[src/rtl/vga_fb_arbiter.sv]
// Framebuffer RAM arbiter: one RAM slot per cycle, shared between scan-out reads,
// a clear-screen sweep and a small CPU write FIFO (priority in that order).
module vga_fb_arbiter #(
  parameter int unsigned CD         = 12,
  parameter int unsigned AW         = 17,
  parameter int unsigned FB_SIZE    = 76800,
  parameter int unsigned FIFO_DEPTH = 4
) (
  input  logic                          clk,
  input  logic                          reset,
  input  logic                          wr_req_i,
  input  logic [AW-1:0]                 wr_addr_i,
  input  logic [CD-1:0]                 wr_data_i,
  output logic                          wr_ready_o,
  input  logic                          rd_req_i,
  input  logic [AW-1:0]                 rd_addr_i,
  output logic                          rd_valid_o,
  output logic [CD-1:0]                 rd_data_o,
  input  logic                          clr_req_i,
  input  logic [CD-1:0]                 clr_color_i,
  output logic                          clr_busy_o,
  output logic                          clr_done_o,
  output logic                          mem_en_o,
  output logic                          mem_we_o,
  output logic [AW-1:0]                 mem_addr_o,
  output logic [CD-1:0]                 mem_wdata_o,
  input  logic [CD-1:0]                 mem_rdata_i,
  output logic [$clog2(FIFO_DEPTH):0]   fifo_level_o,
  output logic                          starve_o
);

  localparam int unsigned PW = $clog2(FIFO_DEPTH);
  localparam int unsigned LW = PW + 1;

  typedef enum logic {StIdle, StClear} state_e;

  state_e        r_state;
  logic [AW-1:0] r_clr_addr;
  logic          r_clr_done;

  logic [AW-1:0] r_fifo_addr [FIFO_DEPTH];
  logic [CD-1:0] r_fifo_data [FIFO_DEPTH];
  logic [PW-1:0] r_wptr;
  logic [PW-1:0] r_rptr;
  logic [LW-1:0] r_level;

  logic          r_rd_pend;
  logic          r_rd_valid;
  logic [CD-1:0] r_rd_data;

  logic [15:0]   r_starve_cnt;
  logic          r_starve;

  logic w_empty, w_ready, w_push, w_rd, w_clr, w_pop, w_stall, w_last_clr;

  // Ready comes only from the registered level, so a full FIFO refuses pushes
  // even in a cycle where it also pops.
  assign w_empty    = (r_level == '0);
  assign w_ready    = (r_level < LW'(FIFO_DEPTH));
  assign w_push     = wr_req_i & w_ready & ~reset;
  assign w_rd       = rd_req_i & ~reset;
  assign w_clr      = ~reset & ~rd_req_i & (r_state == StClear);
  assign w_pop      = ~reset & ~rd_req_i & (r_state == StIdle) & ~w_empty;
  assign w_stall    = ~w_empty & ~w_pop;
  assign w_last_clr = (r_clr_addr == AW'(FB_SIZE - 1));

  // FIFO storage; contents need no reset since the level gates every use
  always_ff @(posedge clk) begin
    if (w_push) begin
      r_fifo_addr[r_wptr] <= wr_addr_i;
      r_fifo_data[r_wptr] <= wr_data_i;
    end
  end

  // FIFO pointers and occupancy; power-of-two depth makes pointer wrap implicit
  always_ff @(posedge clk) begin
    if (reset) begin
      r_wptr  <= '0;
      r_rptr  <= '0;
      r_level <= '0;
    end else begin
      if (w_push) r_wptr <= r_wptr + PW'(1);
      if (w_pop)  r_rptr <= r_rptr + PW'(1);
      if (w_push && !w_pop)      r_level <= r_level + LW'(1);
      else if (!w_push && w_pop) r_level <= r_level - LW'(1);
    end
  end

  // Clear-screen FSM: sweeps 0..FB_SIZE-1 on granted slots, pulses done after the last
  always_ff @(posedge clk) begin
    if (reset) begin
      r_state    <= StIdle;
      r_clr_addr <= '0;
      r_clr_done <= 1'b0;
    end else begin
      r_clr_done <= 1'b0;
      if (r_state == StIdle) begin
        if (clr_req_i) begin
          r_state    <= StClear;
          r_clr_addr <= '0;
        end
      end else if (w_clr) begin
        if (w_last_clr) begin
          r_state    <= StIdle;
          r_clr_done <= 1'b1;
        end else begin
          r_clr_addr <= r_clr_addr + AW'(1);
        end
      end
    end
  end

  // Read return pipeline: RAM data arrives one cycle after the slot, registered once more
  always_ff @(posedge clk) begin
    if (reset) begin
      r_rd_pend  <= 1'b0;
      r_rd_valid <= 1'b0;
      r_rd_data  <= '0;
    end else begin
      r_rd_pend  <= w_rd;
      r_rd_valid <= r_rd_pend;
      if (r_rd_pend) r_rd_data <= mem_rdata_i;
    end
  end

  // Starvation watchdog: counts cycles with queued writes but no pop; flag is sticky
  always_ff @(posedge clk) begin
    if (reset) begin
      r_starve_cnt <= '0;
      r_starve     <= 1'b0;
    end else begin
      if (!w_stall)                     r_starve_cnt <= '0;
      else if (r_starve_cnt != 16'hFFFF) r_starve_cnt <= r_starve_cnt + 16'd1;
      if (w_stall && (r_starve_cnt >= 16'd1022)) r_starve <= 1'b1;
    end
  end

  // RAM port driven straight from this cycle's slot decision
  always_comb begin
    mem_en_o    = 1'b0;
    mem_we_o    = 1'b0;
    mem_addr_o  = '0;
    mem_wdata_o = '0;
    if (w_rd) begin
      mem_en_o   = 1'b1;
      mem_addr_o = rd_addr_i;
    end else if (w_clr) begin
      mem_en_o    = 1'b1;
      mem_we_o    = 1'b1;
      mem_addr_o  = r_clr_addr;
      mem_wdata_o = clr_color_i;
    end else if (w_pop) begin
      mem_en_o    = 1'b1;
      mem_we_o    = 1'b1;
      mem_addr_o  = r_fifo_addr[r_rptr];
      mem_wdata_o = r_fifo_data[r_rptr];
    end
  end

  assign wr_ready_o   = w_ready;
  assign rd_valid_o   = r_rd_valid;
  assign rd_data_o    = r_rd_data;
  assign clr_busy_o   = (r_state == StClear);
  assign clr_done_o   = r_clr_done;
  assign fifo_level_o = r_level;
  assign starve_o     = r_starve;

endmodule

[config.mk]
export PLATFORM = sky130hd
export DESIGN_NAME = vga_fb_arbiter
export DESIGN_NICKNAME = d
export VERILOG_FILES = /design/src/rtl/vga_fb_arbiter.sv
export SDC_FILE = /design/constraint.sdc
export NUM_CORES = 1
export LEC_CHECK = 0
export ABC_CLOCK_PERIOD_IN_PS = 4600
export BUFFER_PORTS_ARGS = -buffer_cell sky130_fd_sc_hd__buf_4
export CAP_MARGIN = 5
export CELL_PAD_IN_SITES_DETAIL_PLACEMENT = 1
export CELL_PAD_IN_SITES_GLOBAL_PLACEMENT = 2
export CORE_ASPECT_RATIO = 0.6
export CORE_MARGIN = 2
export CORE_UTILIZATION = 41
export CTS_CLUSTER_SIZE = 14
export DETAILED_ROUTE_END_ITERATION = 8
export GPL_TIMING_DRIVEN = 0
export PLACE_DENSITY_LB_ADDON = 0.05
export RECOVER_POWER = 100
export SYNTH_ARGS = -nofsm -noshare
export SYNTH_HDL_FRONTEND = slang
export SYNTH_SLANG_ARGS = --single-unit
[constraint.sdc]
create_clock -name clk -period 4.6 [get_ports clk]
set_input_delay 0.46 -clock clk [delete_from_list [all_inputs] [get_ports clk]]
set_output_delay 0.46 -clock clk [all_outputs]
set_load 0.005 [all_outputs]
==> flow_summary.json, run 1 <==
{
  "cts.sinks": 175,
  "synth_largest_area_cell": "edfxtp_1",
  "nFillCells": 1820,
  "post_cts_resized": 0,
  "worstPathRequired_ps": 4600,
  "critPathMostFrequentCell": "clkbuf_1",
  "crit_fanout": 29,
  "worstSetupStartpointType": "input pin",
  "dr_total_vias": 5101,
  "cts_tree": "done",
  "arrival_ps": 3300,
  "drc": 0,
  "synthSimpleGateAreaFrac_pct": 9.924,
  "place.gp.congestion": 0.8495,
  "finalSetupTns_ps": 0,
  "syn_avg_cell_area_um2": 13.53,
  "slowest_stage": "and2_0",
  "synth_compound_area_share_pct": 9.738,
  "syn_inst": 547,
  "hold_viol_final": 0,
  "dieArea_um2": 19180,
  "postCtsSetupBuffers": 0,
  "syn_to_final_growth_pct": 23.31,
  "maxCapViolations": 4,
  "numCtsBuffers": 17,
  "clk_path_buf_depth": 2,
  "finClkSkew_ps": 10.33,
  "leakage_uw": 0.003190,
  "seq_area_frac_synth_pct": 63.03,
  "finalCriticalPeriod_ps": 3300,
  "die_w_um": 177.5,
  "report.final.slew_viol_count": 120,
  "ys_top_cells_by_count": "edfxtp_1 (116), dfxtp_1 (59), nand2_1 (41), nor2_1 (41), mux4_2 (29)",
  "drt-vias-per-instance": 5.444,
  "insertion_delay_ps": 430,
  "cp_cell_sequence": "clkbuf_1 -> inv_1 -> and3_1 -> clkbuf_1 -> and2_0",
  "cts_hold_buf": 0,
  "ys_warn_count": 0,
  "worst-slew-pin-transition_ps": 2389,
  "synth.area.top_cells": "edfxtp_1 (47%), dfxtp_1 (16%), mux4_2 (8.8%)",
  "netlist.area_leader.share_pct": 47.07,
  "fin_crit_sh_pct": 71.75,
  "core_um2": 17410,
  "powerDensity_nw_per_um2": 408.4,
  "synth-seq-cells": 175,
  "synth-main-ff-cell": "edfxtp_1",
  "cts-root-buf": "clkbuf_16",
  "synth_cell_types": 53,
  "drive_above_1_share_pct": 23.19,
  "drt_first_iter_violations": 421,
  "ir_drop_mv": 0.2326,
  "fp.dieH_um": 108.1,
  "ctsHtreeMaxLevel": 4,
  "slowest_delay_ps": 1810,
  "antenna_cells": 0,
  "grt_pass1_wl_um": 29550,
  "async_reset_ff_share_pct": 0,
  "drtPass1Iterations": 4,
  "violations": "capacitance limit, slew limit",
  "grt_antenna_before_repair": 0,
  "finalSetupViolations": 0,
  "synth_xor_area_share_pct": 1.775,
  "synthesis.area_um2": 7401,
  "grt.total_usage_pct": 20.72,
  "yosysMostFrequentCell": "edfxtp_1",
  "hold_path_class": "in2reg",
  "seq_area_um2": 4664,
  "grt_max_degree": 30,
  "grt_pass1_vias": 5268,
  "io-pin-count": 126,
  "portBuffers": 124,
  "multi_input_area_um2": 2516,
  "num_rows": 37,
  "synth-edff-count": 116,
  "synth_top_family_by_area": "multiplexers",
  "syn_nets": 631,
  "hpwlAfterDp_um": 13460,
  "nets": 774,
  "antenna_left": 0,
  "gr-total-overflow": 0,
  "relSlewSlack_pct": -59.35,
  "status": "finished with violations",
  "pre_cts_ws_ps": 1197,
  "synthAdderAreaFrac_pct": 1.623,
  "path_class": "in2reg",
  "synth_mux_area_share_pct": 11.12,
  "routed_wl_um": 18960,
  "start_util_pct": 42.52,
  "wl_per_cell_um": 20.23,
  "rsz0062_at_grt": "false",
  "layout_setup_ws_ps": 1300,
  "fmax_mhz": 303.0,
  "cp-end-kind": "register",
  "path_clk_slew_ps": 70
}
[cells in the final DEF, fill, tap and decap left out, types with 6 or more instances in the layout]
master       n
a22oi_1     17
nor2_1      41
clkbuf_4    35
inv_6        6
nand2_1     41
o21ai_0     25
a21oi_1     12
nand4_1      8
dfxtp_1     59
a22o_1      13
buf_4       59
xnor2_1     10
mux2i_1     17
inv_1       11
clkbuf_16   17
o22a_1       7
clkbuf_1    62
edfxtp_1   116
mux4_2      29
nor3_1       6
nand3_1     12
ha_1         8
a31oi_1     11
and2_0       6
[final cells by class]
| type | instances | area share (%) |
|---|---|---|
| buffer | 38 | 1.659 |
| tap | 234 | 3.208 |
| sequential | 175 | 51.11 |
| timing repair buffer | 124 | 8.925 |
| clock inverter | 15 | 2.413 |
| clock buffer | 17 | 4.661 |
| multi-input combinational | 323 | 27.57 |
| inverter | 11 | 0.4524 |
[sequential cells by signal (all words and copies together), names as in the netlist, named ones only]
| name | flops |
|---|---|
| clr_busy_o | 1 |
| clr_done_o | 1 |
| fifo_level_o | 3 |
| r_clr_addr | 17 |
| r_fifo_addr | 68 |
| r_fifo_data | 48 |
| r_rd_pend | 1 |
| r_rptr | 2 |
| r_starve_cnt | 16 |
| r_wptr | 2 |
| rd_data_o | 12 |
| rd_valid_o | 1 |
| starve_o | 1 |
[critical path: cells and delay by family]
kind / cells / cell delay, ps
buffers and inverters: 3 / 820
and+or+nand+nor: 2 / 1990
[cell families (layout without fill, tap and decap cells)]
| kind of cell | Yosys count | count (layout) |
|---|---|---|
| flops | 175 | 175 |
| fa+ha+maj | 9 | 9 |
| simple gates | 150 | 150 |
| buf+inv | 49 | 205 |
| mux | 46 | 46 |
| xor+xnor | 15 | 15 |
| compound gates | 103 | 103 |
[metal layers]
metal  track usage, %  vias up  wire length [um]
met1            30.03     2594              9361
met4            6.557        0               233
li1                 -     2370                 -
met3            3.833       17               887
met5                0        -                 0
met2            31.70      120              8474
[report_power, final]
part | internal [uW] | switching [uW]
clock | 927 | 657
sequential | 1740 | 27.1
combinational | 175 | 200
[per-stage QoR]
step	std cells	utilization [%]	power, uW	area, um2	hold slack, ps
floorplan	547	-	2003	7401	468.7
global placement	905	49.55	2183	8625	475.3
detailed placement	905	49.58	2198	8630	478.4
CTS	937	53.28	3774	9275	206.6
global route	937	52.43	3864	9126	254.2
finish	937	52.43	3727	9126	259.0
[path summary, 6_finish.rpt]
| kind | startpoint | to | slack (ps) | cells after the start |
|---|---|---|---|---|
| hold reg to reg | starve_o | starve_o | 480 | 1 |
| setup reg to reg | fifo_level_o[2] | r_fifo_addr[3][1] | 1430 | 4 |
| setup / recovery | reset | r_fifo_addr[3][1] | 1300 | 5 |
| hold / removal | mem_rdata_i[2] | rd_data_o[2] | 260 | 3 |
(Power assumes the default switching activity.)
==> run 2: changes to the inputs <==
--- a/config.mk
+++ b/config.mk
@@ -5,14 +5,14 @@
 export SDC_FILE = /design/constraint.sdc
 export NUM_CORES = 1
 export LEC_CHECK = 0
-export ABC_CLOCK_PERIOD_IN_PS = 4600
+export ABC_CLOCK_PERIOD_IN_PS = 3400
 export BUFFER_PORTS_ARGS = -buffer_cell sky130_fd_sc_hd__buf_4
 export CAP_MARGIN = 5
 export CELL_PAD_IN_SITES_DETAIL_PLACEMENT = 1
 export CELL_PAD_IN_SITES_GLOBAL_PLACEMENT = 2
 export CORE_ASPECT_RATIO = 0.6
 export CORE_MARGIN = 2
-export CORE_UTILIZATION = 41
+export CORE_UTILIZATION = 38
 export CTS_CLUSTER_SIZE = 14
 export DETAILED_ROUTE_END_ITERATION = 8
 export GPL_TIMING_DRIVEN = 0
==> constraint.sdc (replaced) <==
create_clock -name clk -period 3.4 [get_ports clk]
set_input_delay 0.34 -clock clk [delete_from_list [all_inputs] [get_ports clk]]
set_output_delay 0.34 -clock clk [all_outputs]
set_load 0.005 [all_outputs]
==> flow_summary.json, run 2 (synthesized netlist as in run 1, its figures left out) <==
{
  "hpwlAfterDp_um": 13580,
  "seq_area_um2": 4664,
  "cts_hold_buf": 0,
  "rsz0062_at_grt": "false",
  "drc": 0,
  "hold_viol_final": 0,
  "fp.dieH_um": 112.1,
  "io-pin-count": 126,
  "grt_pass1_wl_um": 30510,
  "numCtsBuffers": 17,
  "routed_wl_um": 19240,
  "drive_above_1_share_pct": 23.33,
  "finClkSkew_ps": 13.95,
  "portBuffers": 124,
  "fin_cells": 969,
  "violations": "capacitance limit, slew limit",
  "largest_register_ff_count": 68,
  "multi_input_area_um2": 2522,
  "leakage_uw": 0.003171,
  "worstPathRequired_ps": 3760,
  "status": "finished with violations",
  "cts-root-buf": "clkbuf_16",
  "post_cts_resized": 1,
  "antenna_cells": 0,
  "fmax_mhz": 317.6,
  "ir_drop_mv": 0.3117,
  "core_um2": 19080,
  "grt_antenna_before_repair": 0,
  "dr_total_vias": 5046,
  "gr-total-overflow": 0,
  "die_w_um": 184.2,
  "ctsHtreeMaxLevel": 4,
  "postCtsSetupBuffers": 0,
  "dieArea_um2": 20640,
  "worst-slew-pin-transition_ps": 1665,
  "place.gp.congestion": 0.8294,
  "dp.cells": 937,
  "finalSetupViolations": 0,
  "powerDensity_nw_per_um2": 533.9,
  "num_rows": 39,
  "syn_to_final_growth_pct": 23.26,
  "start_util_pct": 38.79,
  "maxCapViolations": 4,
  "largest_register": "r_fifo_addr",
  "clk_path_buf_depth": 2,
  "worstSetupStartpointType": "register",
  "antenna_left": 0,
  "grt.total_usage_pct": 19.70,
  "cp-end-kind": "register",
  "drt_first_iter_violations": 363,
  "relSlewSlack_pct": -10.97,
  "report.final.slew_viol_count": 120,
  "finalCriticalPeriod_ps": 3148,
  "place_area_um2": 8670,
  "crit_fanout": 10,
  "final_common_cell": "edfxtp_1",
  "arrival_ps": 3510,
  "top_regs": "r_fifo_addr: 68 flops, r_fifo_data: 48 flops, r_clr_addr: 17 flops",
  "drt-vias-per-instance": 5.207,
  "fin_crit_sh_pct": 92.60,
  "grt_pass1_vias": 5427,
  "cts_tree": "done",
  "nFillCells": 2011,
  "insertion_delay_ps": 440,
  "cts.sinks": 175,
  "nets": 774,
  "grt_max_degree": 30,
  "hold_path_class": "in2reg",
  "drtPass1Iterations": 4,
  "final_cell_mix": "edfxtp_1 (116), clkbuf_1 (62), dfxtp_1 (59), buf_4 (56)",
  "path_class": "reg2reg",
  "wl_per_cell_um": 19.85,
  "stdcell_area_um2": 9123,
  "path_clk_slew_ps": 80
}
run 2: worst max-delay path, cell delays in order (launching register included):
cell and delay (ps):
dfxtp_1 410, nor3_1 120, nor4_2 590, clkbuf_1 670, inv_1 190, ha_1 280, inv_1 80, fa_1 190
xor2_1 100, or3_1 310, a21oi_1 140
run 2: layout make-up:
| cell class | instances | share of cell area, % |
|---|---|---|
| Inverter | 11 | 0.4526 |
| Tap cell | 266 | 3.648 |
| Sequential cell | 175 | 51.13 |
| Clock buffer | 17 | 4.663 |
| Clock inverter | 15 | 1.824 |
| Timing Repair Buffer | 124 | 8.929 |
| Multi-Input combinational cell | 323 | 27.65 |
| Buffer | 38 | 1.701 |
run 2: worst paths after layout:
kind	slack, ps	depth (start not counted)	from	endpoint
worst max-delay path	250	10	fifo_level_o[0]	fifo_level_o[2]
worst min-delay path	140	3	mem_rdata_i[8]	rd_data_o[8]
worst max register to register	250	10	fifo_level_o[0]	fifo_level_o[2]
worst min register to register	490	1	starve_o	starve_o
run 2: metal layers:
| layer | up-vias | global-route usage (%) | part of all wire, % |
|---|---|---|---|
| met5 | - | 0 | 0 |
| met4 | 0 | 5.920 | 1.6 |
| met3 | 22 | 3.894 | 4.4 |
| met2 | 126 | 29.11 | 43 |
| met1 | 2533 | 29.41 | 51 |
| li1 | 2365 | - | - |
run 2: through the flow:
stage	setup TNS, ps	total power [uW]	hold slack [ps]	utilization (%)	setup slack, ps
after detailed placement	-177.5	2977	480.9	45.44	-103.9
after floorplan	0	2710	438.9	-	988.7
after global placement	0	2954	468.5	45.41	67.41
final	0	4871	139.6	47.81	251.6
after CTS	0	4945	83.83	48.57	263.4
after global routing	0	5058	141.7	47.81	23.44
run 2: where the power goes:
part / switching, uW / total [uW] / internal [uW]
Clock: 918 / 1970 / 1050
Combinational: 279 / 516 / 237
Sequential: 36.8 / 2390 / 2350
